**src/rtl/cfg_pkg.sv**
```systemverilog
// Shared configuration-word layout and write-arbiter FSM encoding.
package cfg_pkg;

    localparam int CFG_W        = 35;
    localparam int TC_REF_LSB   = 0;
    localparam int CHS_CONF_LSB = 8;
    localparam int ULIGHT_LSB   = 16;
    localparam int LENGTH_LSB   = 20;
    localparam int DANCE_LSB    = 24;
    localparam int SYSKEY_LSB   = 33;

    typedef enum logic [2:0] {
        ST_IDLE   = 3'd0,
        ST_MERGE  = 3'd1,
        ST_WRITE  = 3'd2,
        ST_SETTLE = 3'd3,
        ST_DONE   = 3'd4
    } state_e;

endpackage

```
**src/rtl/rr_arbiter.sv**
```systemverilog
// Combinational round-robin pick: first asserted request at or above ptr, wrapping.
module rr_arbiter #(
    parameter int NREQ = 3,
    parameter int IW   = (NREQ > 1) ? $clog2(NREQ) : 1
) (
    input  logic [NREQ-1:0] req,
    input  logic [IW-1:0]   ptr,
    output logic [NREQ-1:0] gnt,
    output logic [IW-1:0]   idx,
    output logic            any
);

    int j;

    always_comb begin
        gnt = '0;
        idx = '0;
        any = 1'b0;
        j   = 0;
        for (int k = 0; k < NREQ; k++) begin
            j = int'(ptr) + k;
            if (j >= NREQ) j = j - NREQ;
            if (!any && req[j]) begin
                any    = 1'b1;
                gnt[j] = 1'b1;
                idx    = j[IW-1:0];
            end
        end
    end

endmodule

```
**src/rtl/config_write_arbiter.sv**
```systemverilog
// Arbitrates requesters onto the configuration memory write port with a masked
// read-modify-write, syskey protection for non-zero requesters and a settle gap.
module config_write_arbiter
    import cfg_pkg::*;
#(
    parameter int NREQ    = 3,
    parameter int W       = CFG_W,
    parameter int GAP     = 2,
    parameter int KEY_LSB = SYSKEY_LSB
) (
    input  logic              clk,
    input  logic              arst,
    input  logic [NREQ-1:0]   req,
    input  logic [NREQ*W-1:0] wmask,
    input  logic [NREQ*W-1:0] wdata,
    output logic [NREQ-1:0]   gnt,
    output logic [NREQ-1:0]   done,
    output logic              err,
    output logic              busy,
    input  logic [W-1:0]      mem_dout,
    output logic              mem_wren,
    output logic [W-1:0]      mem_din
);

    localparam int IW = $clog2(NREQ);

    state_e          state_q, state_d;
    logic [IW-1:0]   rr_ptr_q, rr_ptr_d;
    logic [IW-1:0]   win_q, win_d;
    logic [W-1:0]    mask_q, mask_d, data_q, data_d;
    logic [3:0]      cnt_q, cnt_d;
    logic [NREQ-1:0] gnt_q, gnt_d, done_q, done_d;
    logic            err_q, err_d, busy_q, busy_d;
    logic [W-1:0]    din_q, din_d;

    logic [NREQ-1:0] arb_gnt;
    logic [IW-1:0]   arb_idx;
    logic            arb_any;
    logic [W-1:0]    mask_arr [NREQ];
    logic [W-1:0]    data_arr [NREQ];
    logic [W-1:0]    merged;
    logic            reject;

    for (genvar i = 0; i < NREQ; i++) begin : g_slice
        assign mask_arr[i] = wmask[i*W +: W];
        assign data_arr[i] = wdata[i*W +: W];
    end

    rr_arbiter #(.NREQ(NREQ), .IW(IW)) u_arb (
        .req (req),
        .ptr (rr_ptr_q),
        .gnt (arb_gnt),
        .idx (arb_idx),
        .any (arb_any)
    );

    assign merged = (mem_dout & ~mask_q) | (data_q & mask_q);
    assign reject = (win_q != '0) && (mask_q[W-1:KEY_LSB] != '0);

    always_comb begin
        state_d  = state_q;
        rr_ptr_d = rr_ptr_q;
        win_d    = win_q;
        mask_d   = mask_q;
        data_d   = data_q;
        cnt_d    = cnt_q;
        gnt_d    = gnt_q;
        din_d    = din_q;
        done_d   = '0;
        err_d    = 1'b0;
        case (state_q)
            ST_IDLE: if (arb_any) begin
                win_d   = arb_idx;
                mask_d  = mask_arr[arb_idx];
                data_d  = data_arr[arb_idx];
                gnt_d   = arb_gnt;
                state_d = ST_MERGE;
            end
            // Rejected and empty-mask writes skip the memory entirely.
            ST_MERGE: if (reject || mask_q == '0) begin
                state_d = ST_DONE;
                done_d  = gnt_q;
                err_d   = reject;
            end else begin
                din_d   = merged;
                state_d = ST_WRITE;
            end
            ST_WRITE: if (GAP == 0) begin
                state_d = ST_DONE;
                done_d  = gnt_q;
            end else begin
                cnt_d   = 4'(GAP - 1);
                state_d = ST_SETTLE;
            end
            ST_SETTLE: if (cnt_q == '0) begin
                state_d = ST_DONE;
                done_d  = gnt_q;
            end else begin
                cnt_d = cnt_q - 1'b1;
            end
            ST_DONE: begin
                gnt_d    = '0;
                rr_ptr_d = (win_q == IW'(NREQ - 1)) ? '0 : win_q + 1'b1;
                state_d  = ST_IDLE;
            end
            default: state_d = ST_IDLE;
        endcase
        busy_d = (state_d != ST_IDLE);
    end

    always_ff @(posedge clk) begin
        if (arst) begin
            state_q  <= ST_IDLE;
            rr_ptr_q <= '0;
            win_q    <= '0;
            mask_q   <= '0;
            data_q   <= '0;
            cnt_q    <= '0;
            gnt_q    <= '0;
            done_q   <= '0;
            err_q    <= 1'b0;
            busy_q   <= 1'b0;
            din_q    <= '0;
        end else begin
            state_q  <= state_d;
            rr_ptr_q <= rr_ptr_d;
            win_q    <= win_d;
            mask_q   <= mask_d;
            data_q   <= data_d;
            cnt_q    <= cnt_d;
            gnt_q    <= gnt_d;
            done_q   <= done_d;
            err_q    <= err_d;
            busy_q   <= busy_d;
            din_q    <= din_d;
        end
    end

    assign gnt      = gnt_q;
    assign done     = done_q;
    assign err      = err_q;
    assign busy     = busy_q;
    assign mem_din  = din_q;
    assign mem_wren = (state_q == ST_WRITE);

endmodule

```
**config.mk**
```make
export PLATFORM = sky130hd
export DESIGN_NAME = config_write_arbiter
export DESIGN_NICKNAME = d
export VERILOG_FILES = /design/src/rtl/cfg_pkg.sv /design/src/rtl/rr_arbiter.sv /design/src/rtl/config_write_arbiter.sv
export SDC_FILE = /design/constraint.sdc
export NUM_CORES = 1
export LEC_CHECK = 0
export BUFFER_PORTS_ARGS = -buffer_cell sky130_fd_sc_hd__buf_2
export CAP_MARGIN = 20
export CORE_AREA = 2 2 115 117
export CTS_CLUSTER_SIZE = 28
export DETAILED_ROUTE_END_ITERATION = 7
export DIE_AREA = 0 0 117 119
export GPL_TIMING_DRIVEN = 0
export PLACE_DENSITY = 0.82
export SLEW_MARGIN = 20
export SYNTH_ARGS = -nofsm -noshare
export SYNTH_HDL_FRONTEND = slang
export SYNTH_SLANG_ARGS = --single-unit
```
**constraint.sdc**
```tcl
create_clock -name clk -period 6.6 [get_ports clk]
set_input_delay 1.32 -clock clk [delete_from_list [all_inputs] [get_ports clk]]
set_output_delay 1.32 -clock clk [all_outputs]
set_load 0.01 [all_outputs]
```
Word-level counts from Yosys, hierarchy flattened:

Cells that the tools add are included.

* eq/ne operators: 7
* $lt $le $gt $ge: 10
* muxes and demuxes: 45
* reductions and logical operators: 22
* $add $sub $neg: 7
* bitwise operators: 9

Operator list (number)
* 35-bit binary-select mux with 2-bit select: 2
* 35-bit 2-to-1 mux: 4
* 32-bit by 1-bit greater-or-equal comparator with 1-bit output, second input constant: 3
* 32-bit by 4-bit < comparator with 1-bit output, second input constant: 3
* 32-bit 2-to-1 mux: 3
* 35-bit bitwise AND: 2
* 32-bit by 3-bit greater-or-equal comparator with 1-bit output, second input constant: 2
* 32-bit by 3-bit subtractor with 32-bit output, second input constant: 2
* 35-bit logical NOT: 1
* 35-bit NOT: 1
* 35-bit bitwise OR: 1
* 3-bit 2-to-1 mux: 9
* 1-bit 2-to-1 mux: 12
* 3-bit case mux with 2 select lines: 2
* 3-bit case mux with 4 select lines: 1
* 2-bit 2-to-1 mux: 4
* 4-bit case mux with 2 select lines: 1
* 2-bit AND reduction: 4
* 2-bit nonzero test: 4
* 1-bit binary-select mux with 2-bit select: 3
* 1-bit demux with 2-bit select: 3
* 3-bit by 2-bit == test with 1-bit output, second input constant: 2
* 1-bit logical AND: 6
* 3-bit bitwise OR: 2
* other kinds (20): 23

* word-level logic and storage cells: 111
* register bits: 124
* output and inout bits: 44
* bits of input ports: 250

Depth between registers and ports, before layout:

* word-level depth: 16
* mapped depth: 11
* depth with buffers taken out: 8

Hierarchy:

Synthesis repeated with hierarchy kept, for this count alone.

* cell total of the unflattened synthesis: 822
* area total of the unflattened synthesis: 6776.5 sq um

By module, submodules not included
* config_write_arbiter: cells each 770, instances 1, area each 6394.9 sq um, seq. area each 2482.4 sq um
* rr_arbiter: cells each 52, instances 1, area each 381.6 sq um, seq. area each 0.0 sq um

Least setup slack after synthesis:

OpenSTA, ideal clock, no wires.

* path type: in2reg
* start: input port req[0]
* end: register data_q[22]
* library setup time: 0.122 ns
* path buffers: 3
* arrival: 3.020 ns
* required time: 6.478 ns
* setup slack: 3.458 ns
* cell stages on the path: 8
* path through: buf_6 or4_4 a31oi_2 a211oi_4 nor3b_4 buf_6 buf_6 a221o_1

* word-level cells in the longest chain between the ends: 14
* elaborated cells between the ends (all ways): 24
* classes of those cells: 18 x mux; 1 x bitwise; 5 x reduce/logical

RTL lines
* start: declaration: line config_write_arbiter.sv:13 `input logic [NREQ-1:0] req,`
* 1-bit binary-select mux with 2-bit select: line rr_arbiter.sv:23 `if (!any && req[j]) begin`
* 1-bit 2-to-1 mux (implied by the code) (2 in series): line rr_arbiter.sv:23
* 1-bit 2-to-1 mux: line rr_arbiter.sv:23
* 1-bit logical NOT: line rr_arbiter.sv:23
* 1-bit logical AND: line rr_arbiter.sv:23
* 1-bit 2-to-1 mux: line rr_arbiter.sv:23
* 1-bit logical NOT: line rr_arbiter.sv:23
* 1-bit logical AND: line rr_arbiter.sv:23
* 2-bit 2-to-1 mux: line rr_arbiter.sv:23
* 2-bit NOT with 3-bit output (implied by the code): line config_write_arbiter.sv:75 `data_d = data_arr[arb_idx];`
* 35-bit binary-select mux with 2-bit select: line config_write_arbiter.sv:75
* 35-bit 2-to-1 mux (implied by the code) (2 in series): line config_write_arbiter.sv:75
* end signal: assignment: line config_write_arbiter.sv:129 `data_q <= data_d;`
* end: declaration: line config_write_arbiter.sv:30 `logic [W-1:0] mask_q, mask_d, data_q, data_d;`

Several ways; a longest one is shown, not always the timed one. The select of a mux whose other input is x is not followed.
A chain may end at the register's enable or synchronous reset.

Worst setup path after layout:

* start: register rr_ptr_q[0]
* end: register mask_q[4]

* word-level cells in the longest chain between the ends: 16
* elaborated cells between the ends (all ways): 35
* classes of those cells: 5 x add/sub; 3 x order compare; 21 x mux; 1 x bitwise; 5 x reduce/logical

RTL lines
* start: declaration: line config_write_arbiter.sv:28 `logic [IW-1:0] rr_ptr_q, rr_ptr_d;`
* start signal: assignment: line config_write_arbiter.sv:126 `rr_ptr_q <= rr_ptr_d;`
* parallel branches: the longest is 16 deep, another holds 32-bit by 3-bit subtractor with 32-bit output
* end signal: assignment: line config_write_arbiter.sv:128 `mask_q <= mask_d;`
* end: declaration: line config_write_arbiter.sv:30

Parallel ways; which one is timed is not known. The select of a mux whose other input is x is not followed.

==> summary.txt <==
Detailed routing
  – DRC violation count after routing: 0
  – Via count: 6172
  – Final routed wire length divided by cell count: 19.9 um
  – Count of antenna-violating nets left after detailed routing: 0
  – 1st-pass router iterations: 5
  – Initial detailed-routing violation count: 508
  – Detail-routed via count per cell: 5.80
  – Total Routed Length: 21100 um

Global routing
  – GRT Residual Overflow: 0
  – Aggregate global-route resource usage: 0.302
  – Number of global-route vias before repair: 5990
  – Global-route wire length before repair: 31500 um
  – Antenna violations before repair: 3
  – Pin count of the biggest net entering global routing: 17

Synth
  – Summed instance area of the synthesized netlist: 5710 um2
  – Synth unique cells: 51
  – Library cell with the highest instance count after synthesis: sky130_fd_sc_hd__dfxtp_1
  – Synthesized netlist cell count: 564
  – Commonest cells post-synth: sky130_fd_sc_hd__dfxtp_1 (124), sky130_fd_sc_hd__a22o_1 (69), sky130_fd_sc_hd__a221o_1 (68)
  – Synth area leaders: sky130_fd_sc_hd__dfxtp_1 (43%), sky130_fd_sc_hd__a221o_1 (12%), sky130_fd_sc_hd__a22o_1 (11%)
  – Most area-hungry cell type in the Yosys netlist: sky130_fd_sc_hd__dfxtp_1
  – Post-synth EDFFs: 0
  – Number of storage elements in the synthesis netlist: 124
  – Top cell type's share of synthesized area: 0.434
  – Number of warnings issued by yosys: 0
  – Register area share after synthesis: 0.434
  – Share of synthesized flip-flops with an asynchronous set or reset: 0
  – Synthesized area divided by synthesized cell count: 10.1 um2
  – Number of nets produced by synthesis: 820
  – Dominant register cell in the synthesized netlist: sky130_fd_sc_hd__dfxtp_1

Clocking
  – Buffer type at the clock tree root: sky130_fd_sc_hd__clkbuf_16
  – Number of buffers added for setup after CTS: 0
  – Deepest clock path buffer count: 2
  – TritonCTS clock tree: done
  – Total clock buffers created by CTS: 17
  – Clk pin slew, worst setup/hold paths: 0.06 ns
  – CTS H-tree depth: 4
  – Clk_lat worst skew: 0.42 ns
  – Resized cells post-CTS: 0
  – Hold buffer count at CTS: 0
  – Clock sinks: 124

Die
  – Die outline width: 117 um
  – Vertical die dimension: 119 um
  – Top-level port count: 294
  – Die outline area: 13900 um2
  – Row cnt: 42
  – Starting density of the core: 0.444
  – Floorplan core area: 12900 um2

Power
  – Fraction of power consumed by sequential logic: 0.366
  – Part of the power in combinational logic: 0.358
  – Peak supply drop: 0.212 mV
  – Clock network fraction of total power: 0.276
  – Sw Pwr: 1.29 mW
  – Internal power: 2.29 mW
  – LEAKAGE: 3.68 nW
  – Fraction of power spent switching nets: 0.361
  – Total design power: 3.58 mW
  – Pwr dens: 446 nW/um2

STA
  – Count of final setup violators: 0
  – Final total negative setup slack: 0 ns
  – Actual slew at the worst max-slew pin: 0.678 ns
  – Hold Violations, Final: 0
  – Post-Route Hold Slack: 0.462 ns
  – Unrepaired setup endpoints after global routing: false
  – Relative slew slack: 0.546
  – Final worst slack: 3.32 ns
  – Count of pins over their slew limit: 0
  – Largest clock skew in the final design: 0.0140 ns
  – Share of the clock period used by the worst path after layout: 0.497
  – Maximum clock frequency: 0.305 GHz
  – Min cycle time layout: 3.28 ns

Setup path
  – Critical path arrival: 3.65 ns
  – Required @ worst endpoint: 6.97 ns
  – Largest fanout on the critical path: 10
  – Kind of end point of the critical path: register
  – Kind of critical path: reg -> reg
  – Critical path launch point type: register
  – Startpoint of the most critical setup path: rr_ptr_q[0]
  – R2R Path Start: rr_ptr_q[0]

Placed design
  – Post-detailed-placement half-perimeter wirelength: 16300 um
  – Placed inst area: 7390 um2
  – Port buffer count: 291
  – Placed Cells: 1031
  – Worst setup slack before clock tree synthesis: 2.92 ns
  – Final weighted congestion in routability-driven placement: 0.957

Outcome
  – Outcome: finished, final reports clean

Final layout
  – Final design area excluding fillers: 8020 um2
  – Share of final-layout standard cells stronger than drive strength 1: 0.405
  – Number of nets in the layout: 1130
  – Final core utilization: 0.623
  – Area delta synth->final: 40.4%
  – Non-filler instance count after layout: 1064

Hold path
  – Worst Min Path Start: gnt[2]
  – Worst hold path type: reg -> reg

Flow run
  – Max-cap violation count: 0
cells in the final DEF, fill, tap and decap left out, types with 6 or more instances in the layout:
| master | count |
|---|---|
| sky130_fd_sc_hd__clkbuf_16 | 17 |
| sky130_fd_sc_hd__nand2_1 | 14 |
| sky130_fd_sc_hd__a211oi_1 | 40 |
| sky130_fd_sc_hd__nor4_1 | 10 |
| sky130_fd_sc_hd__nor3_1 | 7 |
| sky130_fd_sc_hd__a22o_1 | 69 |
| sky130_fd_sc_hd__inv_1 | 13 |
| sky130_fd_sc_hd__nor2_1 | 60 |
| sky130_fd_sc_hd__dfxtp_1 | 124 |
| sky130_fd_sc_hd__a221o_1 | 68 |
| sky130_fd_sc_hd__ha_1 | 6 |
| sky130_fd_sc_hd__buf_2 | 312 |
| sky130_fd_sc_hd__clkbuf_1 | 22 |
| sky130_fd_sc_hd__mux2i_1 | 41 |
worst paths after layout:
kind | endpoint | slack (ns) | cells after the start
worst max-delay path | mask_q[4] | 3.32 | 11
worst min-delay path | done[2] | 0.46 | 2
worst max register to register | mask_q[4] | 3.32 | 11
worst min register to register | done[2] | 0.46 | 2
layer usage:
layer  global-route usage  vias to the layer above  routed length (um)  part of all wire
met4                0.125                        0                 737             0.035
met3               0.0850                       52                1730             0.082
met2                0.513                      330               10500              0.50
met5                    0                        -                   0                 0
met1                0.354                     2919                8140              0.39
li1                     -                     2871                   -                 -
cell families (layout without fill, tap and decap cells):
family,count (synthesis),in the layout,share of synthesized area
AOI/OAI and AO/OA,210,210,0.321
xor gates and xnor gates,2,2,0.00307
adders and majority gates,6,6,0.0131
buffers and inverters,62,384,0.0519
DFF,124,124,0.434
muxes,43,43,0.0758
other,0,2,0
and+or+nand+nor,117,117,0.101
final cells by class:
type	count	area, um2
Fill cell	1108	4850
Multi-Input combinational cell	378	2940
Sequential cell	124	2480
Timing Repair Buffer	291	1460
Clock buffer	20	457
Buffer	49	248
Tap cell	176	220
Clock inverter	11	168
Inverter	13	48.8
Antenna cell	2	5.00
critical path, stage by stage (launching register included):
cell and delay, ns:
sky130_fd_sc_hd__dfxtp_1 0.36, sky130_fd_sc_hd__inv_1 0.09, sky130_fd_sc_hd__ha_1 0.39, sky130_fd_sc_hd__buf_2 0.24, sky130_fd_sc_hd__inv_1 0.09, sky130_fd_sc_hd__nor4_1 0.29, sky130_fd_sc_hd__a211oi_1 0.13, sky130_fd_sc_hd__nor3_2 0.45
sky130_fd_sc_hd__buf_2 0.32, sky130_fd_sc_hd__buf_1 0.50, sky130_fd_sc_hd__a22o_1 0.26, sky130_fd_sc_hd__a221o_1 0.10
registers in the layout, summed over array words and instances, names as in the netlist:
register	cells
state_q	3
gnt	3
err	1
rr_ptr_q	2
cnt_q	4
mem_din	35
win_q	2
done	3
busy	1
mask_q	35
data_q	35
power by group through the flow:
stage / Combinational [mW] / Sequential [mW] / Clock, mW
final: 1.28 / 1.31 / 0.987
after CTS: 1.28 / 1.30 / 0.990
after global routing: 1.41 / 1.34 / 1.02
after global placement: 1.25 / 1.31 / 0
after floorplan: 0.796 / 1.29 / 0
after detailed placement: 1.27 / 1.31 / 0
No activity file was read; power rests on OpenSTA's default activity.
